## config.mk

```make
export PLATFORM = sky130hd
export DESIGN_NAME = fft_r2_combine_flat
export DESIGN_NICKNAME = d
export VERILOG_FILES = /design/src/rtl/fft_r2_combine_if.sv /design/src/rtl/fft_r2_combine.sv /design/src/flat_wrapper.sv
export SDC_FILE = /design/constraint.sdc
export NUM_CORES = 2
export LEC_CHECK = 0
export CORE_AREA = 2 2 321 323
export CTS_CLUSTER_SIZE = 24
export DETAILED_ROUTE_END_ITERATION = 10
export DIE_AREA = 0 0 323 325
export PLACE_DENSITY = 0.67
export SLEW_MARGIN = 0
export SYNTH_ARGS = -nofsm -noshare
export SYNTH_HDL_FRONTEND = slang
export SYNTH_SLANG_ARGS = --single-unit
```

## constraint.sdc

```tcl
create_clock -name CLK -period 7.53 [get_ports CLK]
set_input_delay 1.1295 -clock CLK [delete_from_list [all_inputs] [get_ports CLK]]
set_output_delay 1.1295 -clock CLK [all_outputs]
set_load 0.03 [all_outputs]
```

## src/rtl/fft_r2_combine_if.sv

```systemverilog
// Stream interface for the radix-2 combine stage.
// Carries the lockstep E/T input pairs and the combined output samples with their frame markers.
interface fft_r2_combine_if #(
    parameter int unsigned WIDTH    = 32,
    parameter int unsigned HALF_LEN = 16
);
    localparam int unsigned IW = $clog2(HALF_LEN) + 1;

    logic                    ED;
    logic                    START;
    logic                    SCALE;
    logic signed [WIDTH-1:0] ER;
    logic signed [WIDTH-1:0] EI;
    logic signed [WIDTH-1:0] TR;
    logic signed [WIDTH-1:0] TI;
    logic signed [WIDTH-1:0] DOReal;
    logic signed [WIDTH-1:0] DOImag;
    logic                    DOV;
    logic                    RDY;
    logic                    LAST;
    logic [IW-1:0]           IDX;
    logic                    OVF;

    modport master (
        output ED, START, SCALE, ER, EI, TR, TI,
        input  DOReal, DOImag, DOV, RDY, LAST, IDX, OVF
    );

    modport slave (
        input  ED, START, SCALE, ER, EI, TR, TI,
        output DOReal, DOImag, DOV, RDY, LAST, IDX, OVF
    );
endinterface

```

## src/rtl/fft_r2_combine.sv

```systemverilog
// Final radix-2 DIT combine: streams E+T during input, then drains buffered E-T in natural order.
// Optional macro FFT_R2_SAT_EN: clamp overflowing results instead of wrapping.
module fft_r2_combine #(
    parameter int unsigned WIDTH    = 32,
    parameter int unsigned HALF_LEN = 16
) (
    input  logic              CLK,
    input  logic              RSTN,
    fft_r2_combine_if.slave   bus
);
    localparam int unsigned AW = $clog2(HALF_LEN);
    localparam int unsigned DW = 2 * WIDTH;

    typedef enum logic [1:0] {IDLE, FILL, DRAIN} state_t;

    state_t            state_q, state_d;
    logic [AW-1:0]     cnt_q, cnt_d;
    logic              scale_q, scale_d;
    logic              ovf_q, ovf_d;
    logic              dov_q, dov_d;
    logic              rdy_q, rdy_d;
    logic              last_q, last_d;
    logic [AW:0]       idx_q, idx_d;
    logic [WIDTH-1:0]  re_q, re_d;
    logic [WIDTH-1:0]  im_q, im_d;

    logic [DW-1:0]     mem [HALF_LEN];
    logic              buf_we;
    logic [AW-1:0]     buf_wa;
    logic [DW-1:0]     buf_wd;
    logic [DW-1:0]     buf_rd;

    logic [WIDTH:0]    sum_re, sum_im, dif_re, dif_im;
    logic              scale_eff;
    logic              pair_ovf;

    // Scaled values cannot overflow; unscaled ones overflow when the two top bits disagree.
    function automatic logic ovf_of(input logic [WIDTH:0] v, input logic sc);
        return !sc && (v[WIDTH] != v[WIDTH-1]);
    endfunction

    function automatic logic [WIDTH-1:0] fit(input logic [WIDTH:0] v, input logic sc);
        logic [WIDTH-1:0] r;
        r = v[WIDTH-1:0];
        if (sc) begin
            r = v[WIDTH:1];
        end
`ifdef FFT_R2_SAT_EN
        else if (v[WIDTH] != v[WIDTH-1]) begin
            r = v[WIDTH] ? {1'b1, {(WIDTH-1){1'b0}}} : {1'b0, {(WIDTH-1){1'b1}}};
        end
`endif
        return r;
    endfunction

    assign sum_re = {bus.ER[WIDTH-1], bus.ER} + {bus.TR[WIDTH-1], bus.TR};
    assign sum_im = {bus.EI[WIDTH-1], bus.EI} + {bus.TI[WIDTH-1], bus.TI};
    assign dif_re = {bus.ER[WIDTH-1], bus.ER} - {bus.TR[WIDTH-1], bus.TR};
    assign dif_im = {bus.EI[WIDTH-1], bus.EI} - {bus.TI[WIDTH-1], bus.TI};

    // A START edge uses the freshly presented SCALE for its own pair 0.
    assign scale_eff = bus.START ? bus.SCALE : scale_q;
    assign pair_ovf  = ovf_of(sum_re, scale_eff) | ovf_of(sum_im, scale_eff)
                     | ovf_of(dif_re, scale_eff) | ovf_of(dif_im, scale_eff);
    assign buf_rd    = mem[cnt_q];

    always_comb begin
        state_d = state_q;
        cnt_d   = cnt_q;
        scale_d = scale_q;
        ovf_d   = ovf_q;
        dov_d   = dov_q;
        rdy_d   = rdy_q;
        last_d  = last_q;
        idx_d   = idx_q;
        re_d    = re_q;
        im_d    = im_q;
        buf_we  = 1'b0;
        buf_wa  = bus.START ? '0 : cnt_q;
        buf_wd  = {fit(dif_im, scale_eff), fit(dif_re, scale_eff)};

        if (bus.ED) begin
            rdy_d  = 1'b0;
            last_d = 1'b0;
            if (bus.START) begin
                // New frame, aborting any frame in flight.
                state_d = FILL;
                cnt_d   = AW'(1);
                scale_d = bus.SCALE;
                ovf_d   = pair_ovf;
                dov_d   = 1'b1;
                rdy_d   = 1'b1;
                idx_d   = '0;
                re_d    = fit(sum_re, scale_eff);
                im_d    = fit(sum_im, scale_eff);
                buf_we  = 1'b1;
            end else begin
                unique case (state_q)
                    IDLE: begin
                        dov_d = 1'b0;
                    end
                    FILL: begin
                        re_d   = fit(sum_re, scale_eff);
                        im_d   = fit(sum_im, scale_eff);
                        buf_we = 1'b1;
                        ovf_d  = ovf_q | pair_ovf;
                        idx_d  = {1'b0, cnt_q};
                        if (cnt_q == AW'(HALF_LEN - 1)) begin
                            state_d = DRAIN;
                            cnt_d   = '0;
                        end else begin
                            cnt_d = cnt_q + AW'(1);
                        end
                    end
                    DRAIN: begin
                        re_d  = buf_rd[WIDTH-1:0];
                        im_d  = buf_rd[DW-1:WIDTH];
                        idx_d = {1'b1, cnt_q};
                        if (cnt_q == AW'(HALF_LEN - 1)) begin
                            state_d = IDLE;
                            last_d  = 1'b1;
                            cnt_d   = '0;
                        end else begin
                            cnt_d = cnt_q + AW'(1);
                        end
                    end
                    default: begin
                        state_d = IDLE;
                    end
                endcase
            end
        end
    end

    always_ff @(posedge CLK or negedge RSTN) begin
        if (!RSTN) begin
            state_q <= IDLE;
            cnt_q   <= '0;
            scale_q <= 1'b0;
            ovf_q   <= 1'b0;
            dov_q   <= 1'b0;
            rdy_q   <= 1'b0;
            last_q  <= 1'b0;
            idx_q   <= '0;
            re_q    <= '0;
            im_q    <= '0;
        end else begin
            state_q <= state_d;
            cnt_q   <= cnt_d;
            scale_q <= scale_d;
            ovf_q   <= ovf_d;
            dov_q   <= dov_d;
            rdy_q   <= rdy_d;
            last_q  <= last_d;
            idx_q   <= idx_d;
            re_q    <= re_d;
            im_q    <= im_d;
        end
    end

    // Difference buffer; contents are don't-care after reset.
    always_ff @(posedge CLK) begin
        if (buf_we) begin
            mem[buf_wa] <= buf_wd;
        end
    end

    assign bus.DOReal = re_q;
    assign bus.DOImag = im_q;
    assign bus.DOV    = dov_q;
    assign bus.RDY    = rdy_q;
    assign bus.LAST   = last_q;
    assign bus.IDX    = idx_q;
    assign bus.OVF    = ovf_q;
endmodule
```

## src/flat_wrapper.sv

```systemverilog
// flat-port wrapper written by rule: the top's interface ports become plain ports
module fft_r2_combine_flat 
#(
    parameter int unsigned WIDTH    = 32,
    parameter int unsigned HALF_LEN = 16
)
  (CLK, RSTN, bus_ED, bus_START, bus_SCALE, bus_ER, bus_EI, bus_TR, bus_TI, bus_DOReal, bus_DOImag, bus_DOV, bus_RDY, bus_LAST, bus_IDX, bus_OVF);
  fft_r2_combine_if #(.WIDTH(WIDTH), .HALF_LEN(HALF_LEN)) bus_i ();
  input  logic CLK;
  input  logic RSTN;
  input wire logic [$bits(bus_i.ED)-1:0] bus_ED;
  input wire logic [$bits(bus_i.START)-1:0] bus_START;
  input wire logic [$bits(bus_i.SCALE)-1:0] bus_SCALE;
  input wire logic [$bits(bus_i.ER)-1:0] bus_ER;
  input wire logic [$bits(bus_i.EI)-1:0] bus_EI;
  input wire logic [$bits(bus_i.TR)-1:0] bus_TR;
  input wire logic [$bits(bus_i.TI)-1:0] bus_TI;
  output wire logic [$bits(bus_i.DOReal)-1:0] bus_DOReal;
  output wire logic [$bits(bus_i.DOImag)-1:0] bus_DOImag;
  output wire logic [$bits(bus_i.DOV)-1:0] bus_DOV;
  output wire logic [$bits(bus_i.RDY)-1:0] bus_RDY;
  output wire logic [$bits(bus_i.LAST)-1:0] bus_LAST;
  output wire logic [$bits(bus_i.IDX)-1:0] bus_IDX;
  output wire logic [$bits(bus_i.OVF)-1:0] bus_OVF;
  assign bus_i.ED = bus_ED;
  assign bus_i.START = bus_START;
  assign bus_i.SCALE = bus_SCALE;
  assign bus_i.ER = bus_ER;
  assign bus_i.EI = bus_EI;
  assign bus_i.TR = bus_TR;
  assign bus_i.TI = bus_TI;
  assign bus_DOReal = bus_i.DOReal;
  assign bus_DOImag = bus_i.DOImag;
  assign bus_DOV = bus_i.DOV;
  assign bus_RDY = bus_i.RDY;
  assign bus_LAST = bus_i.LAST;
  assign bus_IDX = bus_i.IDX;
  assign bus_OVF = bus_i.OVF;
  fft_r2_combine #(.WIDTH(WIDTH), .HALF_LEN(HALF_LEN)) u_core (.CLK(CLK), .RSTN(RSTN), .bus(bus_i));
endmodule
```

==> results.py <==
metrics = {
    "setup_path": {
        "cp.required_ns": 7.88,
        "cp_max_fo": 16,
        "worst_setup_path_start_kind": "primary input",
        "crit_path_start": "bus_TR[0]",
        "rr_endpoint": "u_core.bus.DOReal[8]",
        "worst-setup-path-type": "primary input to flip-flop",
        "reg2reg_from": "u_core.cnt_q[0]",
        "r2r_cells": 6,
        "rrSetupSlack_ns": 3.30,
        "crit_path_end_kind": "flip-flop",
        "arrival_ns": 5.32,
    },
    "logic_synthesis": {
        "synth_most_common_cell": "edfxtp_1",
        "synth.ff_latch_count": 1104,
        "ys_seq_area_share_pct": 65.2,
        "netlist_area_sq_um": 50300,
        "synth_warnings": 0,
        "synth_top_area_share_pct": 61.2,
        "syn-num-nets": 3393,
        "async_flop_share_pct": 7.25,
        "netlist_top_cells_area": "edfxtp_1, mux4_2, dfrtp_1",
        "synth-edff-count": 1024,
        "post-synth-top-area-cell": "edfxtp_1",
        "yosysUniqueCellTypes": 87,
        "synth-main-ff-cell": "edfxtp_1",
        "synth_common_cells": "edfxtp_1, mux4_2, nand2_1, a21oi_1, nor2_1",
        "synth_cells": 3124,
        "syn_area_per_cell_sq_um": 16.1,
    },
    "place": {
        "port_buffers": 205,
        "gp_congestion": 0.942,
        "dp_hpwl_microns": 90400,
        "dp.cells": 4608,
    },
    "grt": {
        "grt_max_degree": 97,
        "grt_pass1_vias": 30600,
        "grt.overflow.total": 0,
        "grt_use_total_pct": 28.1,
        "antenna_found_initial": 2,
        "grt_pass1_wl_microns": 212000,
    },
    "cts": {
        "postCtsResizedCells": 0,
        "clock_latency_ns": 0.70,
        "cts_hold_buf": 0,
        "clock-root-buffer": "clkbuf_16",
        "tritoncts.num_buffers": 109,
        "clock_path_buffers": 3,
        "cts_setup_buffers": 0,
        "clkTransAtPathRegs_ns": 0.06,
        "cts_sinks": 1104,
        "cts_tree": "yes",
        "cts-htree-levels": 3,
    },
    "sta": {
        "finalMaxSlewViolations": 0,
        "finalClockSkew_ns": 0.0444,
        "finalCritPeriodShare_pct": 66.0,
        "hold_viol": 0,
        "slew_headroom_pct": 7.02,
        "rsz0062_at_grt": "no",
        "setup_viol": 0,
        "min_period_ns": 4.97,
        "tightest_slew_ns": 1.39,
        "worst_hold_slack_ns": 0.437,
        "setup_tns_ns": 0,
        "max_freq_mhz": 201,
    },
    "die": {
        "placementRows": 117,
        "ioPinCount": 206,
        "die_width_microns": 323,
        "die-area_sq_um": 105000,
        "die_h_microns": 325,
        "start_util_pct": 49.6,
        "design.core.area_sq_um": 101000,
    },
    "layout": {
        "antenna_cells": 0,
        "finalNetCount": 3621,
        "multi_input_area_sq_um": 16500,
        "fillers": 7842,
        "instances_no_fill": 4812,
        "seq_area_sq_um": 32800,
        "drive_gt1_share_pct": 18.4,
        "area_delta_synth_final_pct": 14.8,
    },
    "detailed_routing": {
        "drtPass1Iterations": 5,
        "drt_iter0_markers": 4161,
        "dr_total_vias": 30500,
        "wire_per_inst_microns": 30.5,
        "ant_nets": 0,
        "wl_microns": 147000,
        "drc": 0,
        "viasPerCell": 6.33,
    },
    "min_path": {
        "min-delay-path-class": "primary input to asynchronous set/reset pin",
    },
    "status": {
        "outcome": "complete, no violations",
    },
    "power": {
        "power.total_uw": 19100,
        "leakage_uw": 0.0195,
        "ir_worst_vdd_v": 0.000248,
        "powerDensity_nw_per_um2": 330,
    },
    "run": {
        "maxCapViolCount": 0,
    },
}
## worst max-delay path, cell delays in order
cell	delay, ns
clkdlybuf4s50_1	0.50
ha_1	0.18
inv_1	0.06
fa_1	0.41
a21o_1	0.24
a2111oi_4	0.60
a21oi_2	0.23
a211oi_2	0.35
nand2_1	0.15
a221oi_2	0.31
o21bai_1	0.11
a21oi_1	0.19
xor2_1	0.10
o21ai_1	0.74
## cells in the final DEF (no fill, tap or decap), drive strengths merged, types with 23 or more instances in the layout
cell	n
a211oi	23
a21oi	177
buf	80
clkbuf	156
clkdlybuf4s50	204
clkinv	32
dfrtp	80
edfxtp	1024
ha	132
inv	138
mux4	320
nand2	217
nand2b	25
nand3	40
nor2	168
nor2b	23
nor3	33
o21ai	136
o21bai	30
xnor2	102
## state kept, by name (all words and copies together) (netlist names)
register and flops:
u_core.mem 1024, u_core.bus.DOImag 32, u_core.bus.DOReal 32, u_core.bus.IDX 5, u_core.cnt_q 4, u_core.state_q 2
u_core.bus.DOV 1, u_core.bus.LAST 1, u_core.bus.OVF 1, u_core.bus.RDY 1, u_core.scale_q 1
## worst max path at each step
| stage | end | slack, ns | depth (start not counted) |
|---|---|---|---|
| 2_1_floorplan | u_core.mem[6][0] | 0.72 | 5 |
| 3_3_place_gp | u_core.mem[0][18] | 1.76 | 15 |
| 3_5_place_dp | u_core.mem[2][18] | 1.63 | 14 |
| 4_1_cts | u_core.mem[10][18] | 2.33 | 14 |
| 5_1_grt | u_core.mem[10][18] | 2.23 | 14 |
| 6_report | u_core.mem[10][18] | 2.56 | 14 |
## logic make-up after synthesis
kind of cell | Yosys count | synth area share, %
DFF | 1104 | 65.2
and+or+nand+nor | 578 | 5.20
AOI/OAI and AO/OA | 550 | 7.11
muxes | 337 | 14.7
buffers and inverters | 301 | 2.32
adders and majority gates | 136 | 3.44
xor gates and xnor gates | 118 | 2.07
## final cells by class
class                   instances  area share [%]
multi-input cells            1719            28.6
flip-flops and latches       1104            56.8
repair buffers                284            4.73
inverters                     134           0.876
clock buffers                 156            5.31
well taps                    1368            2.96
clock inverters                47           0.778
## where the power goes
part / switching, uW / total (uW) / internal (uW)
registers: 411 / 7950 / 7540
clock network: 2300 / 5370 / 3070
logic: 3240 / 5750 / 2510
total: 5950 / 19100 / 13100
## per-stage QoR
stage          utilization, %  setup slack (ns)  area [sq um]
6_report                 57.0              2.56         57700
5_1_grt                  57.0              2.23         57700
4_1_cts                  57.0              2.33         57700
3_5_place_dp             53.5              1.63         54200
3_3_place_gp             53.5              1.76         54200
2_1_floorplan               -             0.717         50300
## metal layers
| layer | vias to the layer above | track usage, % | routed length [microns] |
|---|---|---|---|
| met4 | 2 | 8.40 | 4070 |
| met5 | - | 0 | 13 |
| met2 | 1750 | 44.5 | 70000 |
| met1 | 15700 | 39.8 | 58100 |
| met3 | 238 | 5.29 | 14400 |
| li1 | 12700 | - | - |
Power figures use the tool's default switching activity.
